$ cat config.mk
export PLATFORM = sky130hd
export DESIGN_NAME = pll_rst_seq
export DESIGN_NICKNAME = d
export VERILOG_FILES = /design/src/rtl/pll_rst_seq.sv
export SDC_FILE = /design/constraint.sdc
export NUM_CORES = 1
export LEC_CHECK = 0
export CAP_MARGIN = 15
export CORE_MARGIN = 1.5
export CORE_UTILIZATION = 50
export CTS_CLUSTER_DIAMETER = 40
export DETAILED_ROUTE_END_ITERATION = 16
export GPL_TIMING_DRIVEN = 0
export PLACE_DENSITY = 0.78
export SLEW_MARGIN = 15
export SYNTH_ARGS = -nofsm -noshare
export SYNTH_HDL_FRONTEND = slang
export SYNTH_SLANG_ARGS = --single-unit
$ cat constraint.sdc
create_clock -name i_clk -period 3 [get_ports i_clk]
set_input_delay 0.3 -clock i_clk [delete_from_list [all_inputs] [get_ports i_clk]]
set_output_delay 0.3 -clock i_clk [all_outputs]
set_load 0.02 [all_outputs]
$ cat src/rtl/pll_rst_seq.sv
// Reset sequencer for the PLL output clock domain: synchronises PLL lock,
// qualifies it for LOCK_CYCLES, holds reset for HOLD_CYCLES, then releases.
module pll_rst_seq #(
  parameter int SYNC_STAGES = 2,
  parameter int LOCK_CYCLES = 256,
  parameter int HOLD_CYCLES = 16
) (
  input  logic       i_clk,
  input  logic       i_rst,
  input  logic       i_locked,
  output logic       o_rst,
  output logic       o_rst_n,
  output logic       o_locked_sync,
  output logic [1:0] o_state,
  output logic [7:0] o_loss_count
);

  localparam int MAX_CYCLES = (LOCK_CYCLES > HOLD_CYCLES) ? LOCK_CYCLES : HOLD_CYCLES;
  localparam int CNT_W      = $clog2(MAX_CYCLES) + 1;
  localparam logic [CNT_W-1:0] LOCK_LAST = CNT_W'(LOCK_CYCLES - 1);
  localparam logic [CNT_W-1:0] HOLD_LAST = CNT_W'(HOLD_CYCLES - 1);

  typedef enum logic [1:0] {
    ST_WAIT   = 2'd0,
    ST_STABLE = 2'd1,
    ST_HOLD   = 2'd2,
    ST_RUN    = 2'd3
  } state_t;

  logic [SYNC_STAGES-1:0] sync;
  logic                   lk_s;
  state_t                 state;
  logic [CNT_W-1:0]       cnt;

  // i_locked is asynchronous to i_clk; only the last stage is ever consumed.
  always_ff @(posedge i_clk) begin
    if (i_rst) begin
      sync <= '0;
    end else begin
      sync <= {sync[SYNC_STAGES-2:0], i_locked};
    end
  end

  assign lk_s = sync[SYNC_STAGES-1];

  // o_rst/o_rst_n are loaded with the decision for the next state, so they
  // switch on the same edge as the state register without a decode glitch.
  always_ff @(posedge i_clk) begin
    if (i_rst) begin
      state        <= ST_WAIT;
      cnt          <= '0;
      o_rst        <= 1'b1;
      o_rst_n      <= 1'b0;
      o_loss_count <= 8'd0;
    end else begin
      o_rst   <= 1'b1;
      o_rst_n <= 1'b0;
      case (state)
        ST_WAIT: begin
          cnt <= '0;
          if (lk_s) begin
            state <= ST_STABLE;
          end
        end
        ST_STABLE: begin
          if (!lk_s) begin
            state <= ST_WAIT;
          end else if (cnt == LOCK_LAST) begin
            state <= ST_HOLD;
            cnt   <= '0;
          end else begin
            cnt <= cnt + CNT_W'(1);
          end
        end
        ST_HOLD: begin
          if (!lk_s) begin
            state <= ST_WAIT;
          end else if (cnt == HOLD_LAST) begin
            state   <= ST_RUN;
            o_rst   <= 1'b0;
            o_rst_n <= 1'b1;
          end else begin
            cnt <= cnt + CNT_W'(1);
          end
        end
        ST_RUN: begin
          if (!lk_s) begin
            state <= ST_WAIT;
            if (o_loss_count != 8'hff) begin
              o_loss_count <= o_loss_count + 8'd1;
            end
          end else begin
            o_rst   <= 1'b0;
            o_rst_n <= 1'b1;
          end
        end
        default: begin
          state <= ST_WAIT;
        end
      endcase
    end
  end

  assign o_locked_sync = lk_s;
  assign o_state       = state;

endmodule

# After elaboration in Yosys (flattened, before gate mapping)
# Cells that the tools add are included.
[totals]
input_bits = 3
elab_cells = 47
register_bits = 23
[op_classes]
mux = 20
reduce_logical = 5
eq_ne = 13
bitwise_logic = 1
addsub = 2
[op_table]
columns = ["cell", "count"]
rows = [
  ["9-bit 2-to-1 mux", 4],
  ["9-bit one-hot mux with 3 select lines", 1],
  ["2-bit 2-to-1 mux", 6],
  ["2-bit inequality test, second input constant", 5],
  ["9-bit by 1-bit adder with 9-bit output, second input constant", 1],
  ["9-bit by 4-bit equality test with 1-bit output, second input constant", 1],
  ["9-bit by 8-bit equality test with 1-bit output, second input constant", 1],
  ["8-bit by 1-bit adder with 8-bit output, second input constant", 1],
  ["8-bit inequality test, second input constant", 1],
  ["2-bit one-hot mux with 4 select lines", 1],
  ["4-bit AND reduction", 2],
  ["1-bit 2-to-1 mux", 6],
  ["3-bit inequality test, second input constant", 2],
  ["2-bit equality test, second input constant", 2],
  ["1-bit one-hot mux with 2 select lines", 2],
  ["3-bit AND reduction", 1],
  ["3-bit nonzero test", 1],
  ["2-bit by 1-bit equality test with 1-bit output, second input constant", 1],
  ["2-bit logical NOT", 1],
  ["1-bit NOT", 1],
]

# Logic depth before layout (Yosys ltp)
# Gate-level depths: netlist of the first run.
[logic_depth]
word_depth = 4
ltp_mapped = 10

# Least setup slack after synthesis of the first run
# OpenSTA, ideal clock, no wires.
[synth_timing]
kind = "register -> register"
start = "register cnt[0]"
end = "register cnt[2]"
required_time_ns = 2.883
setup_ns = 0.117
t_arrival_ns = 1.844
setup_slack_ns = 1.039
stages_incl_launch_ff = 11
period_less_slack_ns = 1.961
cell_sequence = "dfxtp_1 > ha_1 > nand3_1 > nor2_1 > nand3_1 > inv_1 > ha_1 > nor2b_1 > o21ai_1 > o22ai_1 > a32o_1"
[synth_between]
elab_chain_cells = 4
elab_cells_between_ends = 10
classes_between = "add/sub: 1; eq/ne: 3; mux: 5; reduce/logical: 1"
[synth_lines]
columns = ["element", "line", "text"]
rows = [
  ["start, declared", "33", "logic [CNT_W-1:0] cnt;"],
  ["start signal, assigned", "72", "cnt <= cnt + CNT_W'(1);"],
  ["start signal, assigned", "83", "cnt <= cnt + CNT_W'(1);"],
  ["9-bit by 1-bit adder with 9-bit output or 9-bit by 8-bit equality test with 1-bit output (tied branches)", "72, 83, 68", ""],
  ["9-bit 2-to-1 mux (on tied branches)", "78, 68", ""],
  ["9-bit 2-to-1 mux (on tied branches)", "76, 66", ""],
  ["9-bit one-hot mux with 3 select lines", "58", "case (state)"],
]
# Parallel ways exist; a longest one is shown, timed or not. The select of a mux whose other input is x is not followed.
# A chain may end at the register's enable or synchronous reset.

# Worst setup path after layout of the first run
# Ends and elaborated chain as after synthesis.

==> impl_metrics.json, run 1 <==
{
  "reg2reg_slack_ns": 0.61,
  "dpl_cell_area_mm2": 0.001451,
  "power_w": 0.0005416,
  "clockBufferDepth": 2,
  "endpoint": "cnt[2]",
  "setup.worst_path.start_class": "register",
  "drt-pass1-iter-count": 4,
  "max-cap-violations": 0,
  "numCtsBuffers": 3,
  "vias": 1179,
  "fin_crit_ns": 2.391,
  "clk-insertion-delay-late_ns": 0.31,
  "first_iter_violations": 23,
  "grt_usage_pct": 20.87,
  "synth-edff-count": 0,
  "slew_headroom_pct": 66.30,
  "syn-num-nets": 154,
  "critPathCaptureType": "register",
  "synth.distinct_cells": 44,
  "root_buffer": "clkbuf_4",
  "synth_area_leader_cell": "dfxtp_1",
  "rows": 18,
  "worst_hold_slack_ns": 0.4665,
  "synthMostInstantiatedCell": "dfxtp_1",
  "synthCells": 142,
  "dp_hpwl_um": 2039,
  "post_cts_buffers": 0,
  "worst_pin_slew_ns": 0.5021,
  "final_max_slew_viol_count": 0,
  "utilization_pct": 60.75,
  "gp_congestion": 0.8670,
  "p_per_area_mw_per_mm2": 366.5,
  "rsz0062_at_grt": "false",
  "detail-route-antenna-nets": 0,
  "cts_tree": "yes",
  "io_pins": 16,
  "hold_viol": 0,
  "cts_sinks": 23,
  "io_buffers": 15,
  "via_per_inst": 6.173,
  "die_w_um": 53.28,
  "leakage_nw": 0.5066,
  "grt_antenna_before_repair": 0,
  "synth-seq-cells": 23,
  "area_growth_pct": 16.93,
  "synth_common_cells": "dfxtp_1, a21oi_1, ha_1",
  "layout-drive-gt1-share_pct": 7.453,
  "start_util_pct": 51.95,
  "regArea_um2": 460.4,
  "multi_input_area_um2": 753.2,
  "cp_slowest_cell": "o21ai_1",
  "max-vdd-ir-drop_mv": 0.3676,
  "drt-total-wl_um": 2766,
  "fin_crit_sh_pct": 79.70,
  "wl_per_cell_um": 14.48,
  "final.setup.tns_ns": 0,
  "clkTransAtPathRegs_ns": 0.13,
  "hold_buffers": 0,
  "crit_required_ns": 3.22,
  "grt_pass1_wl_um": 4264,
  "cts_resized": 0,
  "async_flop_share_pct": 0,
  "die-area_mm2": 0.002838,
  "crit_arrival_ns": 2.61,
  "nFillCells": 218,
  "clock.fmax_ghz": 0.4183,
  "setup_viol": 0,
  "path_cells": "ha_1 -> nand3_1 -> nor2_1 -> nand3_1 -> inv_1 -> ha_1 -> nor2b_1 -> o21ai_1 -> o22ai_1 -> a32o_1",
  "status": "finished, final reports clean",
  "critical_path_class": "reg -> reg",
  "cp_slowest_stage_delay_ns": 0.42,
  "syn_area_per_cell_um2": 8.899,
  "min_path_type": "reg -> reg",
  "diodes": 0,
  "cp_max_fo": 6,
  "grt_max_degree": 13,
  "reg2reg_depth": 10,
  "r2r-end": "cnt[2]",
  "finalInstanceArea_mm2": 0.001478,
  "fin_skew_ns": 0.004840,
  "dieHeight_um": 53.28,
  "synth.area.top_cells": "dfxtp_1, ha_1, a21oi_1",
  "crit_path_start": "cnt[0]",
  "layout.nets": 174,
  "overflow": 0,
  "fp.coreArea_mm2": 0.002432,
  "drc": 0,
  "yosys_warnings": 0,
  "netlist.area_leader.share_pct": 36.44,
  "yosysSeqAreaShare_pct": 36.44,
  "grt_pass1_vias": 1000,
  "rr_startpoint": "cnt[0]",
  "ys.flop_type": "dfxtp_1",
  "synth_area_mm2": 0.001264,
  "ctsHtreeMaxLevel": 1
}
[power by group]
| group | internal (W) | total [W] | switching [W] |
|---|---|---|---|
| clock network | 0.0000520 | 0.000147 | 0.0000945 |
| registers | 0.000309 | 0.000314 | 0.00000429 |
| logic | 0.0000343 | 0.0000816 | 0.0000473 |
[layer usage]
metal  vias to the layer above  share of wire [%]  track usage [%]
met5                         -                  0                0
met4                         0                1.2            7.265
met3                         4                5.5            6.215
met2                        33                 48            35.19
met1                       564                 45            24.83
li1                        578                  -                -
[critical path: cells and delay by family (launching register included)]
family / cells / cell delay [ns]
compound gates: 3 / 0.89
buf+inv: 1 / 0.08
simple gates: 4 / 0.56
fa+ha+maj: 2 / 0.36
flops: 1 / 0.40
[placed cells by master, fill, tap and decap left out, drive strengths merged, types with 2 or more instances in the layout]
cell type / synthesis / final
dfxtp: 23 / 23
clkdlybuf4s50: 0 / 15
a21oi: 13 / 13
ha: 9 / 9
nand3: 8 / 8
nand2: 8 / 8
inv: 8 / 8
o21ai: 8 / 8
or3: 7 / 7
a32o: 6 / 6
clkbuf: 2 / 6
nor2: 5 / 5
o22ai: 5 / 5
nor3: 4 / 4
nor2b: 3 / 3
nor4: 3 / 3
o21a: 2 / 2
mux2i: 2 / 2
o211ai: 2 / 2
nor3b: 2 / 2
a22o: 2 / 2
buf: 2 / 2
a211oi: 2 / 2
o311ai: 2 / 2
or2: 2 / 2
[area by class of cell]
| cell class | instances | share of cell area, % |
|---|---|---|
| sequential | 23 | 31.16 |
| clock buffer | 4 | 1.778 |
| multi-input combinational | 107 | 50.97 |
| inverter | 8 | 2.032 |
| buffer | 4 | 1.355 |
| tap | 30 | 2.540 |
| timing repair buffer | 15 | 10.16 |
[metrics by stage]
stage	setup slack, ns	instances
6_report	0.6091	191
5_1_grt	0.4091	191
4_1_cts	0.6395	191
3_5_place_dp	0.6999	187
3_3_place_gp	0.7351	187
2_1_floorplan	1.039	142
[cells by family after synthesis]
logic type	Yosys count	synth area share, %
flip-flops	23	36.44
buffers and inverters	12	3.961
multiplexers	2	1.584
XOR/XNOR	1	0.6932
AND/OR/NAND/NOR	47	20.60
AO/OA/AOI/OAI	48	27.82
adder cells (fa/ha/maj)	9	8.911
[state kept, by name (all words and copies together), names as in the netlist]
name          flops
o_rst             1
o_state           2
cnt               9
o_rst_n           1
sync              2
o_loss_count      8
[how the worst min path moves through the flow]
stage	from	to	slack, ns	cells after the start
final	sync[0]	sync[1]	0.47	1
after global routing	sync[0]	sync[1]	0.48	1
after CTS	sync[0]	sync[1]	0.47	1
after detailed placement	sync[0]	sync[1]	0.45	1
after global placement	sync[0]	sync[1]	0.44	1
after floorplan	sync[0]	sync[1]	0.41	1
No activity file was read; power rests on OpenSTA's default activity.
==> run 2, diff against run 1 <==
==> constraint.sdc (replaced) <==
create_clock -name i_clk -period 2.4 [get_ports i_clk]
set_input_delay 0.24 -clock i_clk [delete_from_list [all_inputs] [get_ports i_clk]]
set_output_delay 0.24 -clock i_clk [all_outputs]
set_load 0.02 [all_outputs]
==> run 2 against run 1 <==
Against the previous run:
- register-to-register slack lost 0.45 ns
- critical path type unchanged
- cell count is the same
- sequential share of layout area shrank 0.079 points
==> impl_metrics.json, run 2 (synthesis gave the netlist of run 1 again) <==
{
  "grt_pass1_wl_um": 4264,
  "root_buffer": "clkbuf_4",
  "power.share.clock_pct": 27.1,
  "fin_skew_ns": 0.006654,
  "clockBufferDepth": 2,
  "path_buf_inv": 1,
  "cp_slowest_cell": "dfxtp_1",
  "grt_pass1_vias": 1000,
  "final_cell_mix": "dfxtp_1, clkdlybuf4s50_1, a21oi_1, ha_1",
  "post_cts_buffers": 0,
  "setup.worst_path.start_class": "register",
  "crit_required_ns": 2.62,
  "dp_hpwl_um": 2039,
  "crit_path_start": "cnt[0]",
  "highest_layer": "met4",
  "crit_cells": 10,
  "met1Wirelength_um": 1238,
  "share_comb_of_total_power_pct": 15.3,
  "cts_sinks": 23,
  "layout-drive-gt1-share_pct": 8.075,
  "p_per_area_mw_per_mm2": 458.9,
  "first_iter_violations": 29,
  "largest_registers": "cnt x9, o_loss_count x8",
  "fin_crit_sh_pct": 93.54,
  "slew_headroom_pct": 67.22,
  "min_path_type": "reg -> reg",
  "clkTransAtPathRegs_ns": 0.13,
  "reg2reg_depth": 10,
  "vias": 1183,
  "cp_slowest_stage_delay_ns": 0.41,
  "die_w_um": 53.28,
  "dpl_cell_area_mm2": 0.001451,
  "wl_met2_um": 1374,
  "fin_crit_ns": 2.245,
  "layout_commonest_cell": "dfxtp_1",
  "drc": 0,
  "leakage_nw": 0.5069,
  "regMostFlops": "cnt",
  "endpoint": "cnt[2]",
  "multi_input_area_um2": 757.0,
  "area_growth_pct": 17.23,
  "largest_reg_flops": 9,
  "r2r-end": "cnt[2]",
  "gp_congestion": 0.8670,
  "worst_pin_slew_ns": 0.4916,
  "drt-total-wl_um": 2798,
  "setup_viol": 0,
  "via_per_inst": 6.194,
  "critPathCaptureType": "register",
  "final_max_slew_viol_count": 0,
  "max-vdd-ir-drop_mv": 0.4595,
  "numCtsBuffers": 3,
  "start_util_pct": 51.95,
  "clock.fmax_ghz": 0.4455,
  "power.share.switching_pct": 27.19,
  "drt-pass1-iter-count": 4,
  "status": "finished, final reports clean",
  "cp_max_fo": 6,
  "grt_usage_pct": 20.87,
  "overflow": 0,
  "fin_cells": 191,
  "grt_antenna_before_repair": 0,
  "fp.coreArea_mm2": 0.002432,
  "path_cells": "ha_1 -> nand3_1 -> nor2_1 -> nand3_1 -> inv_1 -> ha_1 -> nor2b_1 -> o21ai_2 -> o22ai_1 -> a32o_1",
  "io_pins": 16,
  "p_sw_w": 0.0001849,
  "finalInstanceArea_mm2": 0.001481,
  "rr_startpoint": "cnt[0]",
  "dp_cells": 187,
  "regArea_um2": 460.4,
  "crit_arrival_ns": 2.46,
  "ctsHtreeMaxLevel": 1,
  "dieHeight_um": 53.28,
  "io_buffers": 15,
  "diodes": 0,
  "cts_tree": "yes",
  "rows": 18,
  "worst_path_dominant_cell_family": "compound AO/OA/AOI/OAI gates",
  "p_seq_share_pct": 57.7,
  "nFillCells": 219,
  "hold_buffers": 0,
  "critical_path_class": "reg -> reg",
  "utilization_pct": 60.91,
  "max-cap-violations": 0,
  "wl_per_cell_um": 14.65,
  "met3WireLength_um": 140,
  "die-area_mm2": 0.002838,
  "clk-insertion-delay-late_ns": 0.32,
  "final.setup.tns_ns": 0,
  "internal_power_w": 0.0004949,
  "detail-route-antenna-nets": 0,
  "reg2reg_slack_ns": 0.16,
  "hold_viol": 0,
  "layout.nets": 174,
  "grt_max_degree": 13
}
-- run 2: worst min path at each step --
stage                   from      end  cells after the start  slack [ns]
CTS                  sync[0]  sync[1]                      1        0.47
finish               sync[0]  sync[1]                      1        0.47
detailed placement   sync[0]  sync[1]                      1        0.45
global placement     sync[0]  sync[1]                      1        0.44
global route         sync[0]  sync[1]                      1        0.48
floorplan           i_locked  sync[0]                      1        0.37
-- run 2: routing by layer --
metal | vias up | global-route usage [%]
li1 | 580 | -
met1 | 560 | 24.83
met2 | 36 | 35.19
met3 | 7 | 6.215
met4 | 0 | 7.265
met5 | - | 0
-- run 2: what timing repair did --
| item | CTS | global route |
|---|---|---|
| gates resized for setup | 0 | 1 |
| hold endpoints to repair | 0 | 0 |
| endpoints found under the setup margin | 0 | 7 |
-- run 2: metrics by stage --
step	worst slack, ns	hold slack, ns	power (W)
after floorplan	0.4390	0.3682	0.0004724
after global placement	0.1351	0.4411	0.0004974
after detailed placement	0.09992	0.4477	0.0005009
after CTS	0.03950	0.4728	0.0006826
after global routing	-0.01235	0.4845	0.0007108
final	0.1551	0.4665	0.0006798
-- run 2: layout make-up --
class | instances | area share, %
Multi-Input combinational cell | 107 | 51.10
Sequential cell | 23 | 31.08
Timing Repair Buffer | 15 | 10.14
Tap cell | 30 | 2.534
Inverter | 8 | 2.027
Clock buffer | 4 | 1.774
Buffer | 4 | 1.351
-- run 2: power groups by stage --
stage	registers [W]	logic [W]	clock network (W)
final	0.000392	0.000104	0.000184
after global routing	0.000393	0.000114	0.000204
after CTS	0.000392	0.000102	0.000189
after detailed placement	0.000400	0.000101	0
after global placement	0.000400	0.0000978	0
after floorplan	0.000403	0.0000691	0
-- run 2: worst reg2reg max path: stages, from the launching register on --
cell,delay [ns]
dfxtp_1,0.41
ha_1,0.22
nand3_1,0.15
nor2_1,0.19
nand3_1,0.13
inv_1,0.07
ha_1,0.14
nor2b_1,0.09
o21ai_2,0.31
o22ai_1,0.16
a32o_1,0.28
==> run 3, diff against run 2 <==
--- a/config.mk
+++ b/config.mk
@@ -7,11 +7,11 @@
 export LEC_CHECK = 0
 export CAP_MARGIN = 15
 export CORE_MARGIN = 1.5
-export CORE_UTILIZATION = 50
+export CORE_UTILIZATION = 45
 export CTS_CLUSTER_DIAMETER = 40
 export DETAILED_ROUTE_END_ITERATION = 16
 export GPL_TIMING_DRIVEN = 0
-export PLACE_DENSITY = 0.78
+export PLACE_DENSITY = 0.72
 export SLEW_MARGIN = 15
 export SYNTH_ARGS = -nofsm -noshare
 export SYNTH_HDL_FRONTEND = slang
==> run 3 against run 2 <==
Against the previous run:
- highest routed layer unchanged
- sequential share of layout area about the same
- register-to-register slack improved by 0.04 ns
- global-route usage decreased by 1.4 points
==> impl_metrics.json, run 3 (synthesis gave the netlist of run 1 again) <==
{
  "status": "finished, final reports clean",
  "clockBufferDepth": 2,
  "root_buffer": "clkbuf_4",
  "critical_path_class": "reg -> reg",
  "p_per_area_mw_per_mm2": 458.8,
  "hp-start": "i_locked",
  "setup_viol": 0,
  "worst_hold_slack_ns": 0.4504,
  "fp.coreArea_mm2": 0.002710,
  "first_iter_violations": 23,
  "path_cells": "ha_1 -> nand3_1 -> nor2_2 -> nand3_1 -> inv_1 -> ha_1 -> nor2b_1 -> o21ai_2 -> o22ai_1 -> a32o_1",
  "multi_input_area_um2": 759.5,
  "detail-route-antenna-nets": 0,
  "crit_required_ns": 2.62,
  "post_cts_buffers": 0,
  "dpl_cell_area_mm2": 0.001453,
  "dp_hpwl_um": 2085,
  "ctsHtreeMaxLevel": 1,
  "die-area_mm2": 0.003135,
  "vias": 1183,
  "final.setup.tns_ns": 0,
  "layout_commonest_cell": "dfxtp_1",
  "nFillCells": 256,
  "final_cell_mix": "dfxtp_1, clkdlybuf4s50_1, a21oi_1, ha_1",
  "cp_max_fo": 6,
  "grt_usage_pct": 19.49,
  "largest_reg_flops": 9,
  "regMostFlops": "cnt",
  "hold_viol": 0,
  "utilization_pct": 54.89,
  "drc": 0,
  "worst_slack_ns": 0.1953,
  "crit_path_start": "cnt[0]",
  "max-cap-violations": 0,
  "start_util_pct": 46.63,
  "grt_antenna_before_repair": 0,
  "cts_sinks": 23,
  "setup.worst_path.start_class": "register",
  "fin_crit_ns": 2.205,
  "die_w_um": 55.99,
  "rows": 19,
  "overflow": 0,
  "leakage_nw": 0.5101,
  "dieHeight_um": 55.99,
  "rsz0062_at_grt": "false",
  "cp_slowest_stage_delay_ns": 0.38,
  "numCtsBuffers": 3,
  "fin_skew_ns": 0.009644,
  "layout-drive-gt1-share_pct": 9.938,
  "rr_startpoint": "cnt[0]",
  "gp_congestion": 0.8490,
  "finalInstanceArea_mm2": 0.001488,
  "worst_pin_slew_ns": 0.5294,
  "drt-total-wl_um": 2835,
  "max-vdd-ir-drop_mv": 0.3464,
  "wl_per_cell_um": 14.77,
  "area_growth_pct": 17.72,
  "clock.fmax_ghz": 0.4536,
  "grt_pass1_vias": 1121,
  "drt-pass1-iter-count": 4,
  "crit_arrival_ns": 2.43,
  "min_path_type": "in -> reg",
  "cts_tree": "yes",
  "slew_headroom_pct": 64.71,
  "regArea_um2": 461.7,
  "clk-insertion-delay-late_ns": 0.32,
  "io_buffers": 15,
  "critPathCaptureType": "register",
  "place_ws_ns": 0.07352,
  "grt_max_degree": 14,
  "via_per_inst": 6.161,
  "fin_crit_sh_pct": 91.86,
  "layout.nets": 174,
  "final_max_slew_viol_count": 0,
  "io_pins": 16,
  "largest_registers": "cnt x9, o_loss_count x8",
  "clkTransAtPathRegs_ns": 0.14,
  "diodes": 0,
  "grt_pass1_wl_um": 4981,
  "cp_slowest_cell": "dfxtp_2"
}
-- run 3: critical path: cells and delay by family (launching register included) --
family | cells | cell delay, ns
AOI/OAI and AO/OA | 3 | 0.77
adders and majority gates | 2 | 0.34
buffers and inverters | 1 | 0.07
DFF | 1 | 0.38
and+or+nand+nor | 4 | 0.54
-- run 3: power by group --
part           switching [W]  internal (W)  total, W
combinational      0.0000621     0.0000435  0.000106
clock               0.000123     0.0000624  0.000185
sequential        0.00000525      0.000387  0.000392
-- run 3: layer usage --
| metal | global-route usage [%] | vias up | routed length [um] |
|---|---|---|---|
| li1 | - | 580 | - |
| met3 | 4.419 | 5 | 110 |
| met4 | 6.463 | 0 | 37 |
| met2 | 33.28 | 25 | 1380 |
| met5 | 0 | - | 0 |
| met1 | 24.13 | 573 | 1307 |
-- run 3: final timing paths --
kind	endpoint	cells past startpoint	slack [ns]
min	sync[0]	2	0.45
max reg2reg	cnt[2]	10	0.20
max	cnt[2]	10	0.20
min reg2reg	sync[1]	1	0.45
-- run 3: repair_timing --
| action | CTS | global route |
|---|---|---|
| hold buffers | 0 | 0 |
| gates resized for setup | 0 | 3 |
| endpoints found under the setup margin | 0 | 7 |
-- run 3: layout make-up --
type	count	area share, %
Inverter	8	2.018
Clock buffer	3	1.514
Buffer	4	1.346
Clock inverter	1	0.3364
Multi-Input combinational cell	107	51.05
Timing Repair Buffer	15	10.09
Tap cell	31	2.607
Sequential cell	23	31.03
-- run 3: through the flow --
stage	std cells	total power, W
5_1_grt	192	0.0007137
3_3_place_gp	188	0.0004983
3_5_place_dp	188	0.0005033
2_1_floorplan	142	0.0004724
4_1_cts	192	0.0006865
6_report	192	0.0006826
